`config.mk`:
```
export PLATFORM = sky130hd
export DESIGN_NAME = frog_game_state
export DESIGN_NICKNAME = d
export VERILOG_FILES = /design/src/rtl/frog_game_state.sv
export SDC_FILE = /design/constraint.sdc
export NUM_CORES = 1
export LEC_CHECK = 0
export ABC_AREA = 0
export CAP_MARGIN = 10
export CORE_MARGIN = 8
export CORE_UTILIZATION = 48
export DETAILED_ROUTE_END_ITERATION = 12
export GPL_ROUTABILITY_DRIVEN = 0
export GPL_TIMING_DRIVEN = 0
export PLACE_DENSITY = 0.81
export SKIP_LAST_GASP = 1
export SLEW_MARGIN = 20
export SYNTH_ARGS = -nofsm -noshare
export SYNTH_HDL_FRONTEND = slang
export SYNTH_SLANG_ARGS = --single-unit
```
`constraint.sdc`:
```
create_clock -name i_Clk -period 1.86 [get_ports i_Clk]
set_input_delay 0.372 -clock i_Clk [delete_from_list [all_inputs] [get_ports i_Clk]]
set_output_delay 0.372 -clock i_Clk [all_outputs]
set_load 0.05 [all_outputs]
```
`src/rtl/frog_game_state.sv`:
```
`default_nettype none
// ============================================================================
// Module   : frog_game_state
// Purpose  : Game-rules stage for the frog game. Sits downstream of the
//            player position block and the car/collision checker. Keeps the
//            two-digit BCD score and the life count, runs the
//            IDLE / PLAYING / HIT / GAME_OVER state machine, and drives the
//            respawn request and the sprite flash enable.
//
// Ports    : i_Clk        system clock (25 MHz)
//            i_Rst_n      synchronous active-low reset
//            i_Start      debounced start button, acts on release (1->0)
//            i_Player_X   player column (informational, not used by rules)
//            i_Player_Y   player row; GOAL_ROW marks the far bank
//            i_Collision  player cell overlaps a car this cycle
//            o_Score_Tens BCD tens digit of the score
//            o_Score_Ones BCD ones digit of the score
//            o_Lives      remaining lives
//            o_State      00 IDLE, 01 PLAYING, 10 HIT, 11 GAME_OVER
//            o_Respawn    one-cycle pulse: return the player to the start
//            o_Flash      sprite blink enable (high for the whole HIT phase)
//            o_Game_Over  high while in GAME_OVER
//            o_Hi_Tens    high-score tens digit  (FROG_GAME_STATE_HISCORE_EN)
//            o_Hi_Ones    high-score ones digit  (FROG_GAME_STATE_HISCORE_EN)
//
// Options  : define FROG_GAME_STATE_HISCORE_EN to add the high-score register
//            and its two output ports.
//
// Revision : 1.0  initial release
// ============================================================================
module frog_game_state #(
    parameter int LIVES_INIT  = 3,          // lives loaded on game start (1..3)
    parameter int GOAL_ROW    = 1,          // player row of the far bank
    parameter int FLASH_TICKS = 12500000    // cycles spent in HIT (>= 2)
) (
    input  logic       i_Clk,
    input  logic       i_Rst_n,
    input  logic       i_Start,
    input  logic [9:0] i_Player_X,
    input  logic [9:0] i_Player_Y,
    input  logic       i_Collision,
    output logic [3:0] o_Score_Tens,
    output logic [3:0] o_Score_Ones,
    output logic [1:0] o_Lives,
    output logic [1:0] o_State,
    output logic       o_Respawn,
    output logic       o_Flash,
`ifdef FROG_GAME_STATE_HISCORE_EN
    output logic [3:0] o_Hi_Tens,
    output logic [3:0] o_Hi_Ones,
`endif
    output logic       o_Game_Over
);

    // ------------------------------------------------------------------------
    // Constants
    // ------------------------------------------------------------------------
    // The HIT counter only has to reach FLASH_TICKS-1, so clog2(FLASH_TICKS)
    // bits are always enough (24 bits at the 12.5 M default).
    localparam int               c_CNT_W       = (FLASH_TICKS > 1) ? $clog2(FLASH_TICKS) : 1;
    localparam logic [c_CNT_W-1:0] c_FLASH_LAST = c_CNT_W'(FLASH_TICKS - 1);
    localparam logic [c_CNT_W-1:0] c_CNT_ONE    = c_CNT_W'(1);
    localparam logic [1:0]       c_LIVES_INIT  = 2'(LIVES_INIT);
    localparam logic [9:0]       c_GOAL_ROW    = 10'(GOAL_ROW);

    typedef enum logic [1:0] {
        ST_IDLE      = 2'b00,
        ST_PLAYING   = 2'b01,
        ST_HIT       = 2'b10,
        ST_GAME_OVER = 2'b11
    } state_t;

    // ------------------------------------------------------------------------
    // Registers
    // ------------------------------------------------------------------------
    state_t              r_state;
    logic [3:0]          r_score_tens;
    logic [3:0]          r_score_ones;
    logic [1:0]          r_lives;
    logic                r_respawn;
    logic                r_flash;
    logic                r_game_over;
    logic [c_CNT_W-1:0]  r_flash_cnt;
    logic                r_start;       // previous i_Start, for release detection
    logic                r_goal;        // previous "on goal row", for entry detection
`ifdef FROG_GAME_STATE_HISCORE_EN
    logic [3:0]          r_hi_tens;
    logic [3:0]          r_hi_ones;
`endif

    // ------------------------------------------------------------------------
    // Combinational next-state signals
    // ------------------------------------------------------------------------
    state_t              w_state_nxt;
    logic [3:0]          w_score_tens_nxt;
    logic [3:0]          w_score_ones_nxt;
    logic [1:0]          w_lives_nxt;
    logic                w_respawn_nxt;
    logic                w_flash_nxt;
    logic                w_game_over_nxt;
    logic [c_CNT_W-1:0]  w_flash_cnt_nxt;
`ifdef FROG_GAME_STATE_HISCORE_EN
    logic [3:0]          w_hi_tens_nxt;
    logic [3:0]          w_hi_ones_nxt;
    logic                w_score_gt_hi;
`endif

    logic                w_at_goal;
    logic                w_goal_evt;
    logic                w_start_evt;
    logic [3:0]          w_inc_tens;
    logic [3:0]          w_inc_ones;

    // The player column plays no part in the rules; it is folded into an
    // unused reduction so the port stays connected without a dangling input.
    logic                w_unused;
    assign w_unused = ^i_Player_X;

    // ------------------------------------------------------------------------
    // Event detection
    // ------------------------------------------------------------------------
    // The start button acts on release so a held button cannot retrigger.
    assign w_start_evt = r_start & ~i_Start;

    // The player block only holds Y on the goal row for a single cycle, but a
    // rising-edge detector still guarantees one point per crossing even if it
    // were held longer.
    assign w_at_goal   = (i_Player_Y == c_GOAL_ROW);
    assign w_goal_evt  = w_at_goal & ~r_goal;

    // ------------------------------------------------------------------------
    // Saturating BCD score increment (99 holds at 99)
    // ------------------------------------------------------------------------
    always_comb begin
        w_inc_tens = r_score_tens;
        w_inc_ones = r_score_ones;
        if ((r_score_tens == 4'd9) && (r_score_ones == 4'd9)) begin
            w_inc_tens = r_score_tens;
            w_inc_ones = r_score_ones;
        end else if (r_score_ones == 4'd9) begin
            w_inc_ones = 4'd0;
            w_inc_tens = r_score_tens + 4'd1;
        end else begin
            w_inc_ones = r_score_ones + 4'd1;
        end
    end

`ifdef FROG_GAME_STATE_HISCORE_EN
    // BCD magnitude compare: tens digit decides unless equal.
    assign w_score_gt_hi = (r_score_tens > r_hi_tens) ||
                           ((r_score_tens == r_hi_tens) && (r_score_ones > r_hi_ones));
`endif

    // ------------------------------------------------------------------------
    // Next-state and registered-output logic
    // ------------------------------------------------------------------------
    always_comb begin
        w_state_nxt      = r_state;
        w_score_tens_nxt = r_score_tens;
        w_score_ones_nxt = r_score_ones;
        w_lives_nxt      = r_lives;
        w_respawn_nxt    = 1'b0;
        w_flash_cnt_nxt  = r_flash_cnt;
`ifdef FROG_GAME_STATE_HISCORE_EN
        w_hi_tens_nxt    = r_hi_tens;
        w_hi_ones_nxt    = r_hi_ones;
`endif

        case (r_state)
            ST_IDLE: begin
                if (w_start_evt) begin
                    w_state_nxt      = ST_PLAYING;
                    w_score_tens_nxt = 4'd0;
                    w_score_ones_nxt = 4'd0;
                    w_lives_nxt      = c_LIVES_INIT;
                    w_flash_cnt_nxt  = '0;
                end
            end

            ST_PLAYING: begin
                // The goal row is a safe cell: a goal in the same cycle as a
                // collision scores and the collision is dropped.
                if (w_goal_evt) begin
                    w_score_tens_nxt = w_inc_tens;
                    w_score_ones_nxt = w_inc_ones;
                end else if (i_Collision) begin
                    if (r_lives > 2'd1) begin
                        w_lives_nxt     = r_lives - 2'd1;
                        w_respawn_nxt   = 1'b1;
                        w_flash_cnt_nxt = '0;
                        w_state_nxt     = ST_HIT;
                    end else begin
                        // Last life: no respawn, the frog stays where it died.
                        w_lives_nxt = 2'd0;
                        w_state_nxt = ST_GAME_OVER;
`ifdef FROG_GAME_STATE_HISCORE_EN
                        if (w_score_gt_hi) begin
                            w_hi_tens_nxt = r_score_tens;
                            w_hi_ones_nxt = r_score_ones;
                        end
`endif
                    end
                end
            end

            ST_HIT: begin
                // Invulnerable: collisions, goals and start are all ignored.
                // Counter runs 0..FLASH_TICKS-1, so HIT lasts FLASH_TICKS cycles.
                if (r_flash_cnt == c_FLASH_LAST) begin
                    w_flash_cnt_nxt = '0;
                    w_state_nxt     = ST_PLAYING;
                end else begin
                    w_flash_cnt_nxt = r_flash_cnt + c_CNT_ONE;
                end
            end

            ST_GAME_OVER: begin
                // Restart goes straight back into play; IDLE is power-up only.
                if (w_start_evt) begin
                    w_state_nxt      = ST_PLAYING;
                    w_score_tens_nxt = 4'd0;
                    w_score_ones_nxt = 4'd0;
                    w_lives_nxt      = c_LIVES_INIT;
                    w_flash_cnt_nxt  = '0;
                end
            end

            default: begin
                w_state_nxt = ST_IDLE;
            end
        endcase

        // Status outputs are registered copies of the next state so they line
        // up exactly with o_State.
        w_flash_nxt     = (w_state_nxt == ST_HIT);
        w_game_over_nxt = (w_state_nxt == ST_GAME_OVER);
    end

    // ------------------------------------------------------------------------
    // State register
    // ------------------------------------------------------------------------
    always_ff @(posedge i_Clk) begin
        if (!i_Rst_n) begin
            r_state      <= ST_IDLE;
            r_score_tens <= 4'd0;
            r_score_ones <= 4'd0;
            r_lives      <= c_LIVES_INIT;
            r_respawn    <= 1'b0;
            r_flash      <= 1'b0;
            r_game_over  <= 1'b0;
            r_flash_cnt  <= '0;
            r_start      <= 1'b0;
            r_goal       <= 1'b0;
`ifdef FROG_GAME_STATE_HISCORE_EN
            r_hi_tens    <= 4'd0;
            r_hi_ones    <= 4'd0;
`endif
        end else begin
            r_state      <= w_state_nxt;
            r_score_tens <= w_score_tens_nxt;
            r_score_ones <= w_score_ones_nxt;
            r_lives      <= w_lives_nxt;
            r_respawn    <= w_respawn_nxt;
            r_flash      <= w_flash_nxt;
            r_game_over  <= w_game_over_nxt;
            r_flash_cnt  <= w_flash_cnt_nxt;
            r_start      <= i_Start;
            r_goal       <= w_at_goal;
`ifdef FROG_GAME_STATE_HISCORE_EN
            r_hi_tens    <= w_hi_tens_nxt;
            r_hi_ones    <= w_hi_ones_nxt;
`endif
        end
    end

    // ------------------------------------------------------------------------
    // Outputs
    // ------------------------------------------------------------------------
    assign o_Score_Tens = r_score_tens;
    assign o_Score_Ones = r_score_ones;
    assign o_Lives      = r_lives;
    assign o_State      = r_state;
    assign o_Respawn    = r_respawn;
    assign o_Flash      = r_flash;
    assign o_Game_Over  = r_game_over;
`ifdef FROG_GAME_STATE_HISCORE_EN
    assign o_Hi_Tens    = r_hi_tens;
    assign o_Hi_Ones    = r_hi_ones;
`endif

endmodule
`default_nettype wire

```
==> results of run 1 <==
-- logic make-up (layout without fill, tap and decap cells) --
kind of cell | after synthesis | count (layout) | synth area share [%]
adders and majority gates | 7 | 7 | 3.60
AOI/OAI and AO/OA | 79 | 79 | 22.7
and+or+nand+nor | 125 | 125 | 32.1
buffers and inverters | 40 | 114 | 6.54
muxes | 3 | 3 | 1.29
DFF | 41 | 41 | 33.8
-- where the power goes --
group | total (mW) | switching (mW) | internal (mW)
combinational | 1.46 | 0.798 | 0.662
clock | 0.726 | 0.329 | 0.397
sequential | 0.924 | 0.0317 | 0.893
total | 3.11 | 1.16 | 1.95
-- cells in the final DEF (no fill, tap or decap), drive strengths merged, types with 3 or more instances in the layout --
cell,synthesis,layout
o21ai,5,5
nor2b,3,3
o41ai,3,3
dlymetal6s2s,0,3
o22ai,9,9
a31oi,5,5
ha,7,7
a21boi,3,3
nand2,26,26
clkbuf,11,14
nand4b,3,3
and3,4,4
inv,25,25
a22oi,4,4
a21oi,20,20
clkdlybuf4s50,0,7
a32oi,3,3
dlygate4sd2,0,17
dfxtp,41,41
nor4,5,5
nor3,6,6
nor2,13,13
nand2b,3,3
a2bb2oi,4,4
nand4,11,11
o32ai,3,3
and2,10,10
o31ai,5,5
nand3,20,20
buf,4,46
or3,10,10
-- metrics by stage --
stage / power [mW] / TNS (ns) / setup slack (ns) / instance area [um2]
2_1_floorplan: 1.57 / -0.194 / -0.194 / 2470
3_3_place_gp: 1.79 / -22.34 / -0.789 / 2830
3_5_place_dp: 1.80 / -23.15 / -0.804 / 2830
4_1_cts: 2.80 / -0.123 / -0.0386 / 3330
5_1_grt: 3.20 / -1.16 / -0.113 / 3610
6_report: 3.11 / -0.271 / -0.0945 / 3610
-- worst paths after layout --
| check | startpoint | end | slack [ns] | cells past startpoint |
|---|---|---|---|---|
| min | r_flash_cnt[21] | r_flash_cnt[21] | 0.47 | 1 |
| max reg2reg | o_State[1] | o_Score_Ones[3] | -0.09 | 7 |
| max | o_State[1] | o_Score_Ones[3] | -0.09 | 7 |
| min reg2reg | r_flash_cnt[21] | r_flash_cnt[21] | 0.47 | 1 |
-- cell type report --
| class | count | area share [%] |
|---|---|---|
| tap | 70 | 2.42 |
| clock buffer | 6 | 2.01 |
| clock inverter | 2 | 0.935 |
| inverter | 25 | 2.67 |
| sequential | 41 | 24.3 |
| multi-input combinational | 214 | 47.7 |
| buffer | 14 | 3.50 |
| timing repair buffer | 67 | 16.5 |
-- worst max-delay path, cell delays in order, from the launching register on --
cell,delay (ns)
dfxtp_4,0.38
inv_2,0.05
ha_4,0.16
buf_8,0.13
and4b_1,0.22
a221o_1,0.34
or4_1,0.46
a21oi_2,0.15
-- flip-flops by register name, summed over array words and instances (netlist names) --
register and count:
o_Flash 1, o_Game_Over 1, o_Lives 2, o_Respawn 1, o_Score_Ones 4, o_Score_Tens 4, o_State 2, r_flash_cnt 24
r_goal 1, r_start 1
-- what timing repair did --
action / in CTS / in global routing
gates resized for setup: 79 / 40
endpoints found under the setup margin: 46 / 38
gates cloned: 0 / 2
setup buffers: 27 / 11
pin swaps: 20 / 15
-- per-layer routing --
layer | part of all wire (%) | global-route usage, % | up-vias
met5 | 0 | 0 | -
met4 | 5.1 | 12.7 | 0
met3 | 12 | 5.19 | 70
met2 | 45 | 33.8 | 272
met1 | 38 | 25.4 | 1352
li1 | - | - | 1254
==> run metrics, run 1 <==
final setup vio count 8; CTS tree yes; Synth top area share 33.8%; global-route wire length before repair about 13000 um; final core utilization 72.1%; Setup CP Type reg -> reg; Clk Latency, worst-skew pair 0.30 ns; CP arrival roughly 2.2 ns; clock tree buffer depth 2; initial antenna violation count 0; most numerous cell in the Yosys netlist dfxtp_1; Die ar. 7600 um2; RSZ-0062 raised after global routing yes; final net count 399; synth unique cells 60; DIE WIDTH 87.2 um; ranking of synthesized cells by area dfxtp_1, nand2_1, a21oi_1; drt pass-1 iters 5; FFs w/ async S/R, synth 0%; Yosys reg bits 41; PortBufs 27; DRT Wirelength around 9500 um; Site Rows 26; main flop type after synthesis dfxtp_1; Worst-path clk slew 0.08 ns; Cell Pwr Density between 800 and 900 nW/um2; static leakage 1.45 nW; Hold Fails Final Rpt 0; Fin Clk Skew about 0.012 ns; Die H 87.2 um; CP Max Fanout 5; Final WS setup -0.0945 ns; Avg Inst Size Synth 8.24 um2; fin. max-slew vios 0; Max IR drop VDD 0.000470 V; clk root buf clkbuf_8; First DRT Iteration DRCs 556; Worst setup EP type flip-flop; antenna viol nets, final 0; initial core utilization about 49%; minimum clock period 1.95 ns; clock sink count 41; fmax between 0.5 and 0.6 GHz; commonest cells in the synthesized netlist dfxtp_1, nand2_1, inv_1, a21oi_1, nand3_1; Seq/Total Area, Yosys roughly 34%; Placeable Area 5010 um2; P&R area growth vs syn 48.6%; number of global-route vias before repair around 2600; failing checks negative setup slack; GRT overflow 0; placed cells 392; post-route insts no fill roughly 440; number of remaining DRC errors 0; H-tree depth 2; Max transition margin 62.9%; CTS Buf Count 5; vias per std cell 6.72; register cell area after layout roughly 900 um2; syn_nets ~330; share of cells above drive strength 1 between 30% and 40%; YS warnings 0; post-DP HPWL about 4600 um; mapped cell area about 2400 um2; status finished, violations left; Vias 2948; EDFF count, synth 0; CP startpoint kind flip-flop; WHS 0.471 ns; All-Layer GR Usage 21.3%; largest net degree at the start of global routing 13; wire per inst 21.6 um; Slew @ Worst Pin 0.557 ns; Multi-input gate area 1720 um2; number of fill cells 336; Max Cap Viol 0; CP Data Required Time 2.09 ns; cell taking the most area after synthesis dfxtp_1; worst hold path type reg -> reg; cell count after synthesis a little under 300; # IOs 39; cts hold-fix bufs 0; Tcrit/Tclk final 105%; diode count 0
No activity file was read; power rests on OpenSTA's default activity.
==> inputs of run 2 (changes only) <==
--- a/config.mk
+++ b/config.mk
@@ -11,7 +11,6 @@
 export CORE_UTILIZATION = 48
 export DETAILED_ROUTE_END_ITERATION = 12
 export GPL_ROUTABILITY_DRIVEN = 0
-export GPL_TIMING_DRIVEN = 0
 export PLACE_DENSITY = 0.81
 export SKIP_LAST_GASP = 1
 export SLEW_MARGIN = 20
==> run metrics, run 2 (synthesis results as in run 1) <==
status finished, violations left; failing checks negative setup slack; CP Cell Sequence buf_6, ha_4, a21boi_4, a21oi_2, buf_6, or4b_1, a21oi_1; Die H 87.2 um (unchanged); CP Max Fanout 7 (+2); setup_tns -0.0380 ns (+0.233 ns); CP Data Required Time 2.09 ns (about the same); Worst-path clk slew 0.09 ns (about the same); antenna viol nets, final 0 (unchanged); final core utilization 71.9% (-0.22 points); Cell Pwr Density 847 nW/um2 (-1.6%); cts hold-fix bufs 0 (unchanged); wire per inst 17.2 um (-20%); Max Cap Viol 0 (unchanged); RR Startpoint o_State[1]; Comb power frac 45.0% (-1.9 points); Pint 1.98 mW (+1.4%); Vias 2757 (-6.5%); clk root buf clkbuf_8; DIE WIDTH 87.2 um (unchanged); initial antenna violation count 0 (unchanged); most frequent cells in the layout buf_4, dfxtp_1, nand2_1, inv_1, nand3_1; worst-case reg-to-reg path depth 7 (unchanged); drt pass-1 iters 6 (+1); Max IR drop VDD 0.000475 V (+1.2%); Tcrit/Tclk final 102% (-3.0 points); Final WS setup -0.0380 ns (+0.0565 ns); part of the power in registers 30.4% (+0.7 points); CP peak stage delay 0.51 ns (+0.05 ns); DRT Wirelength 7850 um (-17%); CP max-delay cell or4b_1; final net count 415 (+4.0%); dpl cell area 3260 um2 (+15%); Worst setup EP type flip-flop; CP startpoint kind flip-flop; PortBufs 28 (+3.7%); First DRT Iteration DRCs 260 (-53%); Hold Fails Final Rpt 0 (unchanged); # IOs 39 (unchanged); placed cells 441 (+13%); most used cell, CP buf_6; final setup vio count 1 (-7); largest net degree at the start of global routing 36 (+23); Max transition margin 66.6% (+3.8 points); Die ar. 7600 um2 (unchanged); Pwr Total 3.05 mW (-1.9%); initial core utilization 48.5% (unchanged); All-Layer GR Usage 19.4% (-1.9 points); global-route wire length before repair 11900 um (-6.7%); H-tree depth 2 (unchanged); Setup CP Type reg -> reg; final instance area 3600 um2 (-0.31%); static leakage 1.42 nW (-1.7%); Site Rows 26 (unchanged); max FFs per register 24 (unchanged); RSZ-0062 raised after global routing yes; CTS tree yes; vias per std cell 6.06 (-9.8%); reg-to-reg slack, setup -0.04 ns (+0.06 ns); CP arrival 2.13 ns (-0.06 ns); Slew @ Worst Pin 0.499 ns (-0.0582 ns); GRT overflow 0 (unchanged); clock share of power 24.6% (+1.3 points); fmax 0.527 GHz (+3.0%); Placeable Area 5010 um2 (unchanged); clock sink count 41 (unchanged); worst hold path type reg -> reg; number of global-route vias before repair 2561 (-0.43%); post-route insts no fill 455 (+3.6%); Clk Latency, worst-skew pair 0.30 ns (about the same); minimum clock period 1.90 ns (-0.0565 ns); number of remaining DRC errors 0 (unchanged); fin. max-slew vios 0 (unchanged); clock tree buffer depth 2 (unchanged); diode count 0 (unchanged); P_sw 1.07 mW (-7.4%); reg2reg end r_flash_cnt[17]; P&R area growth vs syn 48.2%; Fin Clk Skew 0.00848 ns (-0.00400 ns); CTS Buf Count 5 (unchanged); leading cell type in the layout, fill and taps excluded buf_4; Biggest register r_flash_cnt; hold-critical path depth 2 (+1); sw frac 35.2% (-2.1 points); share of cells above drive strength 1 38.2% (+3.5 points); WHS Endpoint o_Score_Tens[1]; post-DP HPWL 5100 um (+11%); hold_sp o_Score_Tens[1]
[run 2: cell types whose count changed in the layout (fill, tap and decap cells not counted), sizes merged]
cell,before,now
clkbuf,14,5
dlymetal6s2s,3,0
clkdlybuf4s50,7,8
buf,46,81
inv,25,26
dlygate4sd2,17,8
[run 2: final cells by class]
type,count,area [um2]
multi-input combinational,214,1630
tap,70,87.6
clock inverter,3,45.0
timing repair buffer,97,823
sequential,41,850
inverter,25,93.8
clock buffer,5,68.8
fill,377,1410
[run 2: per-stage QoR]
| step | setup slack [ns] | hold slack (ns) |
|---|---|---|
| 5_1_grt | -0.0955 | 0.524 |
| 2_1_floorplan | -0.194 | 0.447 |
| 3_3_place_gp | -0.460 | 0.476 |
| 3_5_place_dp | -0.527 | 0.490 |
| 6_report | -0.0380 | 0.498 |
| 4_1_cts | -0.0610 | 0.502 |
[run 2: how the worst max path moves through the flow]
stage / from / to / slack [ns]
floorplan: o_State[1] / o_Score_Ones[3] / -0.19
global placement: i_Player_Y[5] / r_flash_cnt[4] / -0.46
detailed placement: i_Player_Y[5] / o_Score_Ones[3] / -0.53
CTS: o_State[1] / o_Score_Ones[3] / -0.06
global route: o_State[1] / r_flash_cnt[17] / -0.1
finish: o_State[1] / r_flash_cnt[17] / -0.04
[run 2: critical path: cells and delay by family, from the launching register on]
kind | cells | cell delay (ns)
AOI/OAI and AO/OA | 3 | 0.44
adders and majority gates | 1 | 0.26
buffers and inverters | 2 | 0.27
DFF | 1 | 0.35
and+or+nand+nor | 1 | 0.51
[run 2: repair_timing]
| item | in CTS | in global routing |
|---|---|---|
| hold endpoints to repair | 0 | 0 |
| setup buffers | 3 | 3 |
| setup endpoints to repair | 33 | 20 |
| pin swaps | 8 | 15 |
| gates resized for setup | 25 | 36 |
[run 2: power groups by stage]
stage,combinational (mW),clock (mW),sequential (mW)
2_1_floorplan,0.549,0,1.02
3_3_place_gp,1.12,0,0.945
3_5_place_dp,1.13,0,0.947
4_1_cts,1.20,0.754,0.929
5_1_grt,1.45,0.789,0.930
6_report,1.37,0.750,0.929
[run 2: routing by layer]
metal	global-route usage, %	part of all wire [%]	up-vias
met3	4.15	6.9	20
li1	-	-	1284
met5	0	0	-
met1	23.8	41	1326
met4	6.72	2.1	0
met2	32.5	50	127
==> inputs of run 3 (changes only) <==
==> constraint.sdc (replaced) <==
create_clock -name i_Clk -period 1.86 [get_ports i_Clk]
set_input_delay 0.372 -clock i_Clk [delete_from_list [all_inputs] [get_ports i_Clk]]
set_output_delay 0.372 -clock i_Clk [all_outputs]
set_load 0.1 [all_outputs]
==> run metrics, run 3 (synthesis results as in run 1) <==
CP Max Fanout 8 (+1); M2 GR Usage 36.5% (+4.0 points); WHS 0.510 ns (+0.0119 ns); number of fill cells 297 (-21%); DRT Wirelength 9870 um (+26%); initial core utilization 48.5% (unchanged); share of cells above drive strength 1 44.8% (+6.6 points); CP arrival 2.22 ns (+0.09 ns); post-DP HPWL 5280 um (+3.6%); CP startpoint kind input port; most frequent cells in the layout buf_4, nand2_1, inv_1, dfxtp_1; Slew @ Worst Pin 0.434 ns (-0.0645 ns); Biggest register r_flash_cnt; PortBufs 28 (unchanged); failing checks negative setup slack; Fin Clk Skew 0.00786 ns (-0.000616 ns); Tcrit/Tclk final 109% (+6.7 points); RSZ-0062 raised after global routing yes; cts hold-fix bufs 0 (unchanged); antenna viol nets, final 0 (unchanged); Max transition margin 70.8% (+4.2 points); Placeable Area 5010 um2 (unchanged); worst hold path type reg -> reg; number of remaining DRC errors 0 (unchanged); H-tree depth 2 (unchanged); max FFs per register 24 (unchanged); Final WS setup -0.163 ns (-0.125 ns); # IOs 39 (unchanged); Max Cap Viol 0 (unchanged); Multi-input gate area 1740 um2 (+6.5%); clk root buf clkbuf_8; number of global-route vias before repair 2749 (+7.3%); Worst setup EP type flip-flop; final net count 425 (+2.4%); initial antenna violation count 0 (unchanged); All-Layer GR Usage 21.8% (+2.4 points); Die H 87.2 um (unchanged); global-route wire length before repair 13400 um (+13%); M3 GR Usage 4.34% (+0.19 points); DIE WIDTH 87.2 um (unchanged); vias per std cell 6.40 (+5.7%); largest net degree at the start of global routing 23 (-36%); Die ar. 7600 um2 (unchanged); GR Layer Usage met1 26.6% (+2.8 points); fmax 0.494 GHz (-6.2%); Pwr Total 3.14 mW (+2.9%); diode count 0 (unchanged); Vias 2978 (+8.0%); final setup vio count 13 (+12); P&R area growth vs syn 60.2%; drt pass-1 iters 7 (+1); wire per inst 21.2 um (+23%); GRT overflow 0 (unchanged); Max IR drop VDD 0.000880 V (+85%); leading cell type in the layout, fill and taps excluded buf_4; Clk Latency, worst-skew pair 0.30 ns (about the same); status finished, violations left; CTS Buf Count 5 (unchanged); static leakage 1.54 nW (+8.0%); register cell area after layout 865 um2 (+1.8%); clock sink count 41 (unchanged); Hold Fails Final Rpt 0 (unchanged); First DRT Iteration DRCs 373 (+43%); Setup CP Type in -> reg; Cell Pwr Density 806 nW/um2 (-4.8%); minimum clock period 2.02 ns (+0.125 ns); clock tree buffer depth 2 (unchanged); CTS tree yes; CP Data Required Time 2.05 ns (-0.04 ns); Site Rows 26 (unchanged); fin. max-slew vios 0 (unchanged); global routing's busiest layer met2; Worst-path clk slew 0.08 ns (about the same)
[run 3: cell types whose count changed in the layout (fill, tap and decap cells not counted), sizes merged]
cell and change:
buf +13, clkdlybuf4s15 +1, bufinv -1, clkdlybuf4s50 -3
dlygate4sd2 -1, clkinv +1, inv -1, clkbuf +1
[run 3: metrics by stage]
| step | setup WS, ns | std cells | utilization, % | setup TNS (ns) | instance area (um2) |
|---|---|---|---|---|---|
| after floorplan | -0.219 | 295 | - | -1.92 | 2490 |
| after global placement | -0.439 | 440 | 67.2 | -11.49 | 3370 |
| after detailed placement | -0.504 | 440 | 67.2 | -13.55 | 3370 |
| after CTS | -0.0112 | 455 | 72.0 | -0.0112 | 3610 |
| after global routing | -0.191 | 465 | 77.7 | -2.18 | 3890 |
| final | -0.163 | 465 | 77.7 | -0.856 | 3890 |
[run 3: path summary, 6_finish.rpt]
check	depth (start not counted)	slack, ns	endpoint	start
min reg2reg	1	0.51	r_flash_cnt[19]	r_flash_cnt[19]
max	9	-0.16	r_flash_cnt[11]	i_Player_Y[2]
max reg2reg	8	-0.13	r_flash_cnt[17]	o_State[0]
min	1	0.51	r_flash_cnt[19]	r_flash_cnt[19]
[run 3: layer usage]
layer	vias to the layer above	share of wire, %
li1	1301	-
met1	1421	37
met2	189	50
met3	67	6.9
met4	0	5.2
met5	-	0
[run 3: report_power, final]
part,switching [mW],leakage [nW],internal (mW)
sequential,0.0325,0.343,0.899
clock,0.333,0.0450,0.261
combinational,0.890,1.15,0.725
[run 3: layout make-up]
class | count | share of cell area (%)
clock inverter | 2 | 0.257
multi-input combinational | 214 | 44.7
inverter | 25 | 2.47
clock buffer | 6 | 1.86
timing repair buffer | 107 | 26.3
sequential | 41 | 22.2
tap | 70 | 2.25
[run 3: timing repair]
item                                    CTS  global route
gates resized for setup                  34            50
endpoints found under the setup margin   28            29
pin swaps                                14            31
buffers inserted                          7            10
[run 3: worst max-delay path: stages]
cell and delay, ns:
dlygate4sd2_1 0.27, nor4b_4 0.31, buf_4 0.16, a41oi_2 0.18, a21oi_1 0.22, buf_4 0.17
buf_4 0.17, a21oi_1 0.06, o32ai_1 0.30
